**src/rtl/display_pkg.sv**
```systemverilog
// Shared constants, FSM state type, segment patterns and the double-dabble step
// used by the output display path.
package display_pkg;
  localparam int BIN_W   = 14;
  localparam int DIGITS  = 4;
  localparam int MAX_VAL = 9999;
  localparam int SHIFT_W = 4 * DIGITS + BIN_W;

  typedef enum logic [1:0] {IDLE, SHIFT, DONE} state_e;

  localparam logic [6:0] SEG_0     = 7'h3F;
  localparam logic [6:0] SEG_1     = 7'h06;
  localparam logic [6:0] SEG_2     = 7'h5B;
  localparam logic [6:0] SEG_3     = 7'h4F;
  localparam logic [6:0] SEG_4     = 7'h66;
  localparam logic [6:0] SEG_5     = 7'h6D;
  localparam logic [6:0] SEG_6     = 7'h7D;
  localparam logic [6:0] SEG_7     = 7'h07;
  localparam logic [6:0] SEG_8     = 7'h7F;
  localparam logic [6:0] SEG_9     = 7'h6F;
  localparam logic [6:0] SEG_BLANK = 7'h00;
  localparam logic [6:0] SEG_DASH  = 7'h40;

  // One shift-add-3 iteration: nibbles are corrected independently, no carry between them.
  function automatic logic [SHIFT_W-1:0] dabble_step(input logic [SHIFT_W-1:0] s);
    logic [SHIFT_W-1:0] t;
    t = s;
    for (int k = 0; k < DIGITS; k++) begin
      if (t[BIN_W+4*k +: 4] >= 4'd5)
        t[BIN_W+4*k +: 4] = t[BIN_W+4*k +: 4] + 4'd3;
    end
    return {t[SHIFT_W-2:0], 1'b0};
  endfunction
endpackage

```
**src/rtl/output_display_module_seven_seg_decoder.sv**
```systemverilog
// Combinational BCD nibble to active-high {g,f,e,d,c,b,a} segment decoder.
module seven_seg_decoder
  import display_pkg::*;
(
  input  logic [3:0] nibble,
  input  logic       blank,
  input  logic       dash,
  output logic [6:0] seg
);
  always_comb begin
    seg = SEG_BLANK;
    if (dash) begin
      seg = SEG_DASH;
    end else if (!blank) begin
      case (nibble)
        4'd0:    seg = SEG_0;
        4'd1:    seg = SEG_1;
        4'd2:    seg = SEG_2;
        4'd3:    seg = SEG_3;
        4'd4:    seg = SEG_4;
        4'd5:    seg = SEG_5;
        4'd6:    seg = SEG_6;
        4'd7:    seg = SEG_7;
        4'd8:    seg = SEG_8;
        4'd9:    seg = SEG_9;
        default: seg = SEG_BLANK;
      endcase
    end
  end
endmodule

```
**src/rtl/output_display_module.sv**
```systemverilog
// Sequential binary-to-BCD converter (one bit per clock) driving a 4-digit
// multiplexed seven-segment display from the last converted value.
module output_display_module
  import display_pkg::*;
#(
  parameter int REFRESH_DIV   = 50000,
  parameter bit BLANK_LEADING = 1'b1
) (
  input  logic        clk,
  input  logic        rst,
  input  logic        load,
  input  logic [13:0] bin_in,
  output logic        busy,
  output logic        done,
  output logic        overflow,
  output logic [15:0] bcd_out,
  output logic [6:0]  seg,
  output logic [3:0]  digit_sel
);
  localparam int                 CNT_W    = $clog2(REFRESH_DIV);
  localparam logic [CNT_W-1:0]   REF_LAST = CNT_W'(REFRESH_DIV - 1);
  localparam logic [BIN_W-1:0]   MAX_BIN  = BIN_W'(MAX_VAL);
  localparam logic [3:0]         LAST_BIT = 4'(BIN_W - 1);

  state_e              state_q, state_d;
  logic [SHIFT_W-1:0]  shreg_q, shreg_d, shift_next;
  logic [3:0]          bitcnt_q, bitcnt_d;
  logic                ovf_pend_q, ovf_pend_d;
  logic                busy_q, busy_d;
  logic                done_q, done_d;
  logic                overflow_q, overflow_d;
  logic [15:0]         bcd_q, bcd_d;
  logic [CNT_W-1:0]    refresh_q, refresh_d;
  logic [DIGITS-1:0]   digit_sel_q, digit_sel_d;
  logic [3:0]          nibble;
  logic                blank;

  always_comb begin
    state_d    = state_q;
    shreg_d    = shreg_q;
    bitcnt_d   = bitcnt_q;
    ovf_pend_d = ovf_pend_q;
    busy_d     = busy_q;
    done_d     = 1'b0;
    overflow_d = overflow_q;
    bcd_d      = bcd_q;
    shift_next = dabble_step(shreg_q);
    unique case (state_q)
      IDLE: begin
        if (load) begin
          shreg_d    = {{(4*DIGITS){1'b0}}, bin_in};
          ovf_pend_d = (bin_in > MAX_BIN);
          bitcnt_d   = 4'd0;
          busy_d     = 1'b1;
          state_d    = SHIFT;
        end
      end
      SHIFT: begin
        shreg_d  = shift_next;
        bitcnt_d = bitcnt_q + 4'd1;
        // Results are published on the final shift so they are valid in the DONE cycle.
        if (bitcnt_q == LAST_BIT) begin
          busy_d     = 1'b0;
          done_d     = 1'b1;
          overflow_d = ovf_pend_q;
          bcd_d      = ovf_pend_q ? 16'h9999 : shift_next[SHIFT_W-1:BIN_W];
          state_d    = DONE;
        end
      end
      DONE:    state_d = IDLE;
      default: state_d = IDLE;
    endcase
  end

  always_comb begin
    if (refresh_q == REF_LAST) begin
      refresh_d   = '0;
      digit_sel_d = {digit_sel_q[DIGITS-2:0], digit_sel_q[DIGITS-1]};
    end else begin
      refresh_d   = refresh_q + 1'b1;
      digit_sel_d = digit_sel_q;
    end
  end

  always_ff @(posedge clk) begin
    if (rst) begin
      state_q     <= IDLE;
      busy_q      <= 1'b0;
      done_q      <= 1'b0;
      overflow_q  <= 1'b0;
      bcd_q       <= 16'h0000;
      refresh_q   <= '0;
      digit_sel_q <= DIGITS'(1);
    end else begin
      state_q     <= state_d;
      busy_q      <= busy_d;
      done_q      <= done_d;
      overflow_q  <= overflow_d;
      bcd_q       <= bcd_d;
      refresh_q   <= refresh_d;
      digit_sel_q <= digit_sel_d;
    end
  end

  // Conversion scratch state is only meaningful once IDLE has loaded it.
  always_ff @(posedge clk) begin
    shreg_q    <= shreg_d;
    bitcnt_q   <= bitcnt_d;
    ovf_pend_q <= ovf_pend_d;
  end

  always_comb begin
    nibble = bcd_q[3:0];
    blank  = 1'b0;
    case (digit_sel_q)
      4'b0010: begin
        nibble = bcd_q[7:4];
        blank  = BLANK_LEADING && (bcd_q[15:4] == 12'h000);
      end
      4'b0100: begin
        nibble = bcd_q[11:8];
        blank  = BLANK_LEADING && (bcd_q[15:8] == 8'h00);
      end
      4'b1000: begin
        nibble = bcd_q[15:12];
        blank  = BLANK_LEADING && (bcd_q[15:12] == 4'h0);
      end
      default: begin
        nibble = bcd_q[3:0];
        blank  = 1'b0;
      end
    endcase
  end

  seven_seg_decoder u_dec (
    .nibble (nibble),
    .blank  (blank),
    .dash   (overflow_q),
    .seg    (seg)
  );

  assign busy      = busy_q;
  assign done      = done_q;
  assign overflow  = overflow_q;
  assign bcd_out   = bcd_q;
  assign digit_sel = digit_sel_q;
endmodule

```
**config.mk**
```make
export PLATFORM = sky130hd
export DESIGN_NAME = output_display_module
export DESIGN_NICKNAME = d
export VERILOG_FILES = /design/src/rtl/display_pkg.sv /design/src/rtl/output_display_module_seven_seg_decoder.sv /design/src/rtl/output_display_module.sv
export SDC_FILE = /design/constraint.sdc
export NUM_CORES = 1
export LEC_CHECK = 0
export BUFFER_PORTS_ARGS = -buffer_cell sky130_fd_sc_hd__clkbuf_2
export CORE_ASPECT_RATIO = 1.75
export CORE_MARGIN = 10
export CORE_UTILIZATION = 58
export CTS_BUF_LIST = sky130_fd_sc_hd__clkbuf_8 sky130_fd_sc_hd__clkbuf_16
export CTS_CLUSTER_DIAMETER = 100
export CTS_CLUSTER_SIZE = 40
export DETAILED_ROUTE_END_ITERATION = 7
export PLACE_DENSITY = 0.85
export SLEW_MARGIN = 20
export SYNTH_ARGS = -nofsm -noshare
export SYNTH_HDL_FRONTEND = slang
export SYNTH_SLANG_ARGS = --single-unit
```
**constraint.sdc**
```tcl
create_clock -name clk -period 3.36 [get_ports clk]
set_clock_uncertainty 0.1 [all_clocks]
set_input_delay 0.672 -clock clk [delete_from_list [all_inputs] [get_ports clk]]
set_output_delay 0.672 -clock clk [all_outputs]
set_load 0.02 [all_outputs]
```
==> results of run 1 <==
==> cells in the final DEF (no fill, tap or decap), types with 3 or more instances in the layout <==
cell type / Yosys / layout
and3_1: 4 / 4
nand3_1: 13 / 13
clkbuf_16: 0 / 9
a211oi_1: 7 / 4
o22ai_1: 4 / 4
edfxtp_1: 35 / 35
ha_1: 16 / 16
and2_1: 11 / 11
inv_1: 18 / 19
buf_4: 0 / 10
o21ai_0: 4 / 3
nor3b_1: 8 / 8
nand2_1: 53 / 53
nand3b_1: 6 / 6
xnor2_1: 13 / 13
nor2_1: 57 / 57
nor3_1: 6 / 6
a22oi_1: 8 / 8
mux2i_1: 8 / 8
a211oi_2: 2 / 5
clkbuf_2: 0 / 44
nor4_1: 6 / 6
xor2_1: 8 / 7
dfxtp_1: 41 / 37
nand2b_1: 7 / 7
a21oi_1: 17 / 17
==> per-stage QoR <==
stage,setup WS [ns],cells,hold WS [ns],utilization (%)
floorplan,0.0625,398,0.318,-
global placement,0.196,517,0.327,64.5
detailed placement,0.112,517,0.349,64.5
CTS,0.00102,533,0.358,69.4
global route,-0.00972,534,0.378,69.9
finish,0.0917,534,0.353,69.9
==> power groups by stage <==
stage | sequential [uW] | combinational [uW] | clock [uW]
after floorplan | 1100 | 178 | 0
after global placement | 1100 | 236 | 0
after detailed placement | 1110 | 252 | 0
after CTS | 1090 | 256 | 953
after global routing | 1100 | 291 | 995
final | 1090 | 254 | 937
==> Yosys cell counts (7+ instances only) <==
cell,number
nor2_1,57
nand2_1,53
dfxtp_1,41
edfxtp_1,35
inv_1,18
a21oi_1,17
ha_1,16
nand3_1,13
xnor2_1,13
clkbuf_1,12
and2_1,11
a22oi_1,8
mux2i_1,8
nor3b_1,8
xor2_1,8
a211oi_1,7
nand2b_1,7
==> worst max-delay path by stage <==
stage | end | slack [ns] | cells after the start
after floorplan | seg[0] | 0.06 | 8
after global placement | seg[3] | 0.20 | 8
after detailed placement | seg[3] | 0.11 | 8
after CTS | seg[3] | 0.001 | 9
after global routing | seg[0] | -0.01 | 8
final | seg[0] | 0.09 | 8
==> per-layer routing <==
metal,vias to the layer above,part of all wire (%),global-route usage (%)
li1,1488,-,-
met1,1455,39,18.4
met2,86,53,29.7
met3,24,4.6,3.65
met4,0,3.1,10.3
met5,-,0,0
==> critical path: cells and delay by family (launching register included) <==
kind	cells	cell delay (ns)
flops	1	0.39
simple gates	1	0.18
compound gates	3	0.73
buf+inv	2	0.31
fa+ha+maj	1	0.23
mux	1	0.31
==> layout make-up <==
| class | count | area [sq um] | area share, % |
|---|---|---|---|
| clock buffers | 10 | 239 | 5.31 |
| clock inverters | 6 | 56.3 | 1.25 |
| inverters | 18 | 67.6 | 1.50 |
| multi-input cells | 286 | 1830 | 40.6 |
| flip-flops and latches | 76 | 1880 | 41.8 |
| well taps | 82 | 103 | 2.28 |
| repair buffers | 56 | 327 | 7.25 |
==> registers in the layout, indices dropped and copies added, names as in the netlist <==
register / flops
digit_sel: 4
busy: 1
bitcnt_q: 4
state_q: 2
done: 1
overflow: 1
shreg_q: 30
bcd_out: 16
ovf_pend_q: 1
refresh_q: 16
==> repair_timing <==
item / in CTS / in global routing
hold buffers: 0 / 0
buffers inserted: 0 / 1
resized for setup: 8 / 10
setup endpoints to repair: 6 / 4
pin swaps: 0 / 2
==> cell families (layout without fill, tap and decap cells) <==
kind of cell               Yosys count  count (layout)  synth area share (%)
AOI/OAI and AO/OA                   60              60                  11.7
buffers and inverters               36              90                  3.91
DFF                                 76              76                  49.1
xor gates and xnor gates            21              21                  4.83
and+or+nand+nor                    179             179                  22.5
adders and majority gates           16              16                  5.25
muxes                               10              10                  2.69
==> flow_summary.yaml, run 1 <==
clock_network:
  cts_root_buffer: "clkbuf_16"
  cts_tree: "done"
  cts_buffers: 9
  h-tree-depth: 3
  clk_path_buf_depth: 2
  path_clk_slew_ns: 0.05
  cts_sinks: 76
  clock_insertion_delay_worst_skew_ns: 0.33
floorplan:
  core_area_sq_um: 6440
  die-area_sq_um: 10300
  boundaryPins: 47
  die_h_microns: 127
  die_w_microns: 81.3
  initial_core_util_pct: 59.1
  rows: 39
final_layout:
  drive_above_1_share_pct: 19.7
  design_area_sq_um: 4500
  antenna_cells: 0
  area_growth_pct: 18.2
  filler_cell_count: 485
  nets: 480
sta:
  fmax_mhz: 306
  tns_ns: 0
  hold_viol_final: 0
  period_needed_ns: 3.27
  relSlewSlack_pct: 44.9
  min_period_over_period_pct: 97.3
  setup_viol: 0
  tightest_slew_ns: 0.823
  slew_violations: 0
min_path:
  worstHoldStart: "refresh_q[0]"
  hp-class: "reg2reg"
  hold_path_end: "refresh_q[0]"
  hold_depth: 1
global_route:
  grt_max_degree: 28
  grt_pass1_wl_mm: 14.1
  antenna_found_initial: 0
  grt_pass1_vias: 3091
  gr-total-overflow: 0
  grt_use_total_pct: 17.2
logic_synthesis:
  ys_seq_elements: 76
  syn_inst: 398
  async_reset_ff_share_pct: 0
  syn_area_per_cell_sq_um: 9.57
  synth_edf_count: 35
  syn_area_sq_um: 3810
  synth.area.top_cells: "edfxtp_1 (28%), dfxtp_1 (22%), nor2_1 (5.6%)"
  yosysTopAreaCell: "edfxtp_1"
  synth_top_area_share_pct: 27.6
  ys.warnings.count: 0
  syn_nets: 431
  synth_cell_types: 48
  synthFlopType: "dfxtp_1"
  ys_seq_area_share_pct: 49.1
placed_design:
  dp_hpwl_mm: 6.33
  gp_congestion: 0.902
  io_buffers: 46
  placed_cell_area_sq_um: 4150
critical_path:
  r2r_cells: 7
  r2r_slack_ns: 1.00
  cp_slowest_stage_delay_ns: 0.39
  crit_slowest_cell: "dfxtp_4"
  cp-startpoint: "digit_sel[3]"
  crit_fanout: 13
  cp_cell_sequence: "nor4b_2 -> a22o_1 -> a221oi_2 -> inv_1 -> ha_1 -> mux2_1 -> a211oi_2 -> buf_4"
  crit_path_end_kind: "output port"
  arrival_ns: 2.50
  worstPathRequired_ns: 2.59
  r2r-end: "bcd_out[13]"
  r2r-start: "bitcnt_q[1]"
  path_class: "reg2out"
  cp-start-kind: "register"
route:
  drt_pass1_iterations: 4
  drc_errors: 0
  wl_per_cell_microns: 15.9
  drt_iter0_markers: 167
  vias: 3053
  drtAntennaViolNets: 0
  viasPerCell: 5.72
  wl_mm: 8.48
power_and_ir_drop:
  vdd.ir_drop.worst_mv: 0.392
  power.share.sequential_pct: 47.8
  leakage_uw: 0.00187
  power.net_switching_uw: 545
  p_sw_share_pct: 23.9
  power_uw: 2280
  power_density_nw_per_um2: 507
  p_comb_share_pct: 11.1
  power_frac_clock_pct: 41.1
  p_int_uw: 1740
run_status:
  status: "complete, no violations"
job:
  drv_cap: 0
(Power assumes the default switching activity.)
==> inputs of run 2 (changes only) <==
CORE_ASPECT_RATIO = 0.9   (was 1.75)
==> run 2 against run 1 <==
Routed wire length rose by 5.1%. Worst setup slack got worse by 0.050 ns. Critical path type unchanged. Register-to-register slack barely moved. Largest cell class unchanged.
==> flow_summary.yaml, run 2 (synthesis gave the netlist of run 1 again) <==
clock_network:
  cts_tree: "done"
  cts_root_buffer: "clkbuf_8"
  cts_sinks: 76
  clock_insertion_delay_worst_skew_ns: 0.35
  path_clk_slew_ns: 0.07
  clk_path_buf_depth: 2
  cts_buffers: 9
  h-tree-depth: 3
final_layout:
  final_common_cell: "nor2_1"
  regMostFlops: "shreg_q"
  layout_common_cells: "nor2_1 (57), nand2_1 (53), clkbuf_2 (44), dfxtp_1 (37), edfxtp_1 (35)"
  drive_above_1_share_pct: 22.1
  regArea_sq_um: 1880
  largest_register_ff_count: 30
  antenna_cells: 0
  final_cells: 545
  multiInputGateArea_sq_um: 1880
  fin_util_pct: 72.4
  filler_cell_count: 434
  nets: 486
  area_growth_pct: 18.7
power_and_ir_drop:
  power.net_switching_uw: 516
  power_frac_clock_pct: 34.4
  vdd.ir_drop.worst_mv: 0.320
  power.share.sequential_pct: 53.2
  p_int_uw: 1530
  leakage_uw: 0.00186
  p_sw_share_pct: 25.2
  power_density_nw_per_um2: 452
  p_comb_share_pct: 12.4
global_route:
  grt_use_total_pct: 16.1
  grt_pass1_wl_mm: 14.0
  grt_pass1_vias: 2950
  grt_max_degree: 28
  gr-total-overflow: 0
  antenna_found_initial: 0
sta:
  slew_violations: 0
  relSlewSlack_pct: 42.0
  tns_ns: 0
  setup_viol: 0
  hold_viol_final: 0
  setup_ws_ns: 0.0418
  tightest_slew_ns: 0.867
  fmax_mhz: 301
  rsz0062_at_grt: "true"
  period_needed_ns: 3.32
  min_period_over_period_pct: 98.8
critical_path:
  r2r-start: "bitcnt_q[1]"
  arrival_ns: 2.55
  cp-start-kind: "register"
  crit_path_end_kind: "output port"
  crit_path_end: "seg[3]"
  worstPathRequired_ns: 2.59
  r2r_slack_ns: 1.00
  path_class: "reg2out"
  crit_fanout: 6
  r2r-end: "bcd_out[9]"
  r2r_cells: 7
  cp-startpoint: "digit_sel[1]"
route:
  drt_pass1_iterations: 5
  wl_per_cell_microns: 16.4
  drc_errors: 0
  viasPerCell: 5.77
  wl_mm: 8.92
  drt_iter0_markers: 223
  vias: 3143
  drtAntennaViolNets: 0
placed_design:
  dp_hpwl_mm: 5.94
  placed_cells_incl_taps: 519
  dpl_worst_slack_ns: 0.0600
  gp_congestion: 0.826
  io_buffers: 46
run_status:
  status: "complete, no violations"
floorplan:
  initial_core_util_pct: 61.0
  die_h_microns: 96.9
  die-area_sq_um: 10200
  die_w_microns: 105
  core_area_sq_um: 6250
  rows: 27
  boundaryPins: 47
job:
  drv_cap: 0
min_path:
  hp-class: "reg2reg"
==> run 2: cell types whose count changed in the layout (fill, tap and decap cells not counted), sizes merged <==
cell | before | now
buf | 12 | 18
==> run 2: worst min-delay path by stage <==
| stage | startpoint | end | slack [ns] | cells past startpoint |
|---|---|---|---|---|
| floorplan | refresh_q[0] | refresh_q[0] | 0.32 | 1 |
| global placement | refresh_q[0] | refresh_q[0] | 0.33 | 1 |
| detailed placement | refresh_q[0] | refresh_q[0] | 0.35 | 1 |
| CTS | refresh_q[0] | refresh_q[0] | 0.36 | 1 |
| global route | refresh_q[0] | refresh_q[0] | 0.39 | 1 |
| finish | refresh_q[0] | refresh_q[0] | 0.35 | 1 |
==> run 2: area by class of cell <==
type	count	share of cell area, %
Inverter	18	1.49
Timing Repair Buffer	62	8.24
Tap cell	87	2.41
Clock buffer	10	3.29
Multi-Input combinational cell	286	41.7
Clock inverter	6	1.24
Sequential cell	76	41.7
==> run 2: metrics by stage <==
stage	hold slack, ns	cell area, sq um	total power (uW)
after global routing	0.393	4520	2140
after global placement	0.330	4140	1340
after CTS	0.357	4400	2060
after detailed placement	0.347	4140	1360
final	0.354	4520	2050
after floorplan	0.318	3820	1280
==> run 2: worst max-delay path, stage by stage, from the launching register on <==
cell and delay, ns:
dfxtp_4 0.37, buf_2 0.17, o21ai_2 0.14, o211ai_2 0.15
buf_6 0.17, nand2_1 0.11, o21ai_2 0.09, ha_1 0.32
mux2_1 0.31, a211oi_2 0.22, buf_4 0.17
==> run 2: what timing repair did <==
action,4_1_cts,5_1_grt
gates cloned,0,0
setup endpoints to repair,6,4
hold buffers,0,0
pin swaps,2,7
buffers inserted,4,6
resized for setup,12,20
==> run 2: power by group through the flow <==
stage,clock [uW],sequential [uW],combinational (uW)
floorplan,0,1100,178
global placement,0,1110,237
detailed placement,0,1110,251
CTS,714,1090,252
global route,755,1100,289
finish,703,1090,253
==> run 2: metal layers <==
metal	vias up	global-route usage, %	part of all wire, %	wire length (microns)
met2	149	24.7	46	4140
met5	-	0	0	0
met3	16	6.02	9.7	861
met1	1474	20.4	42	3770
li1	1504	-	-	-
met4	0	5.24	1.7	148
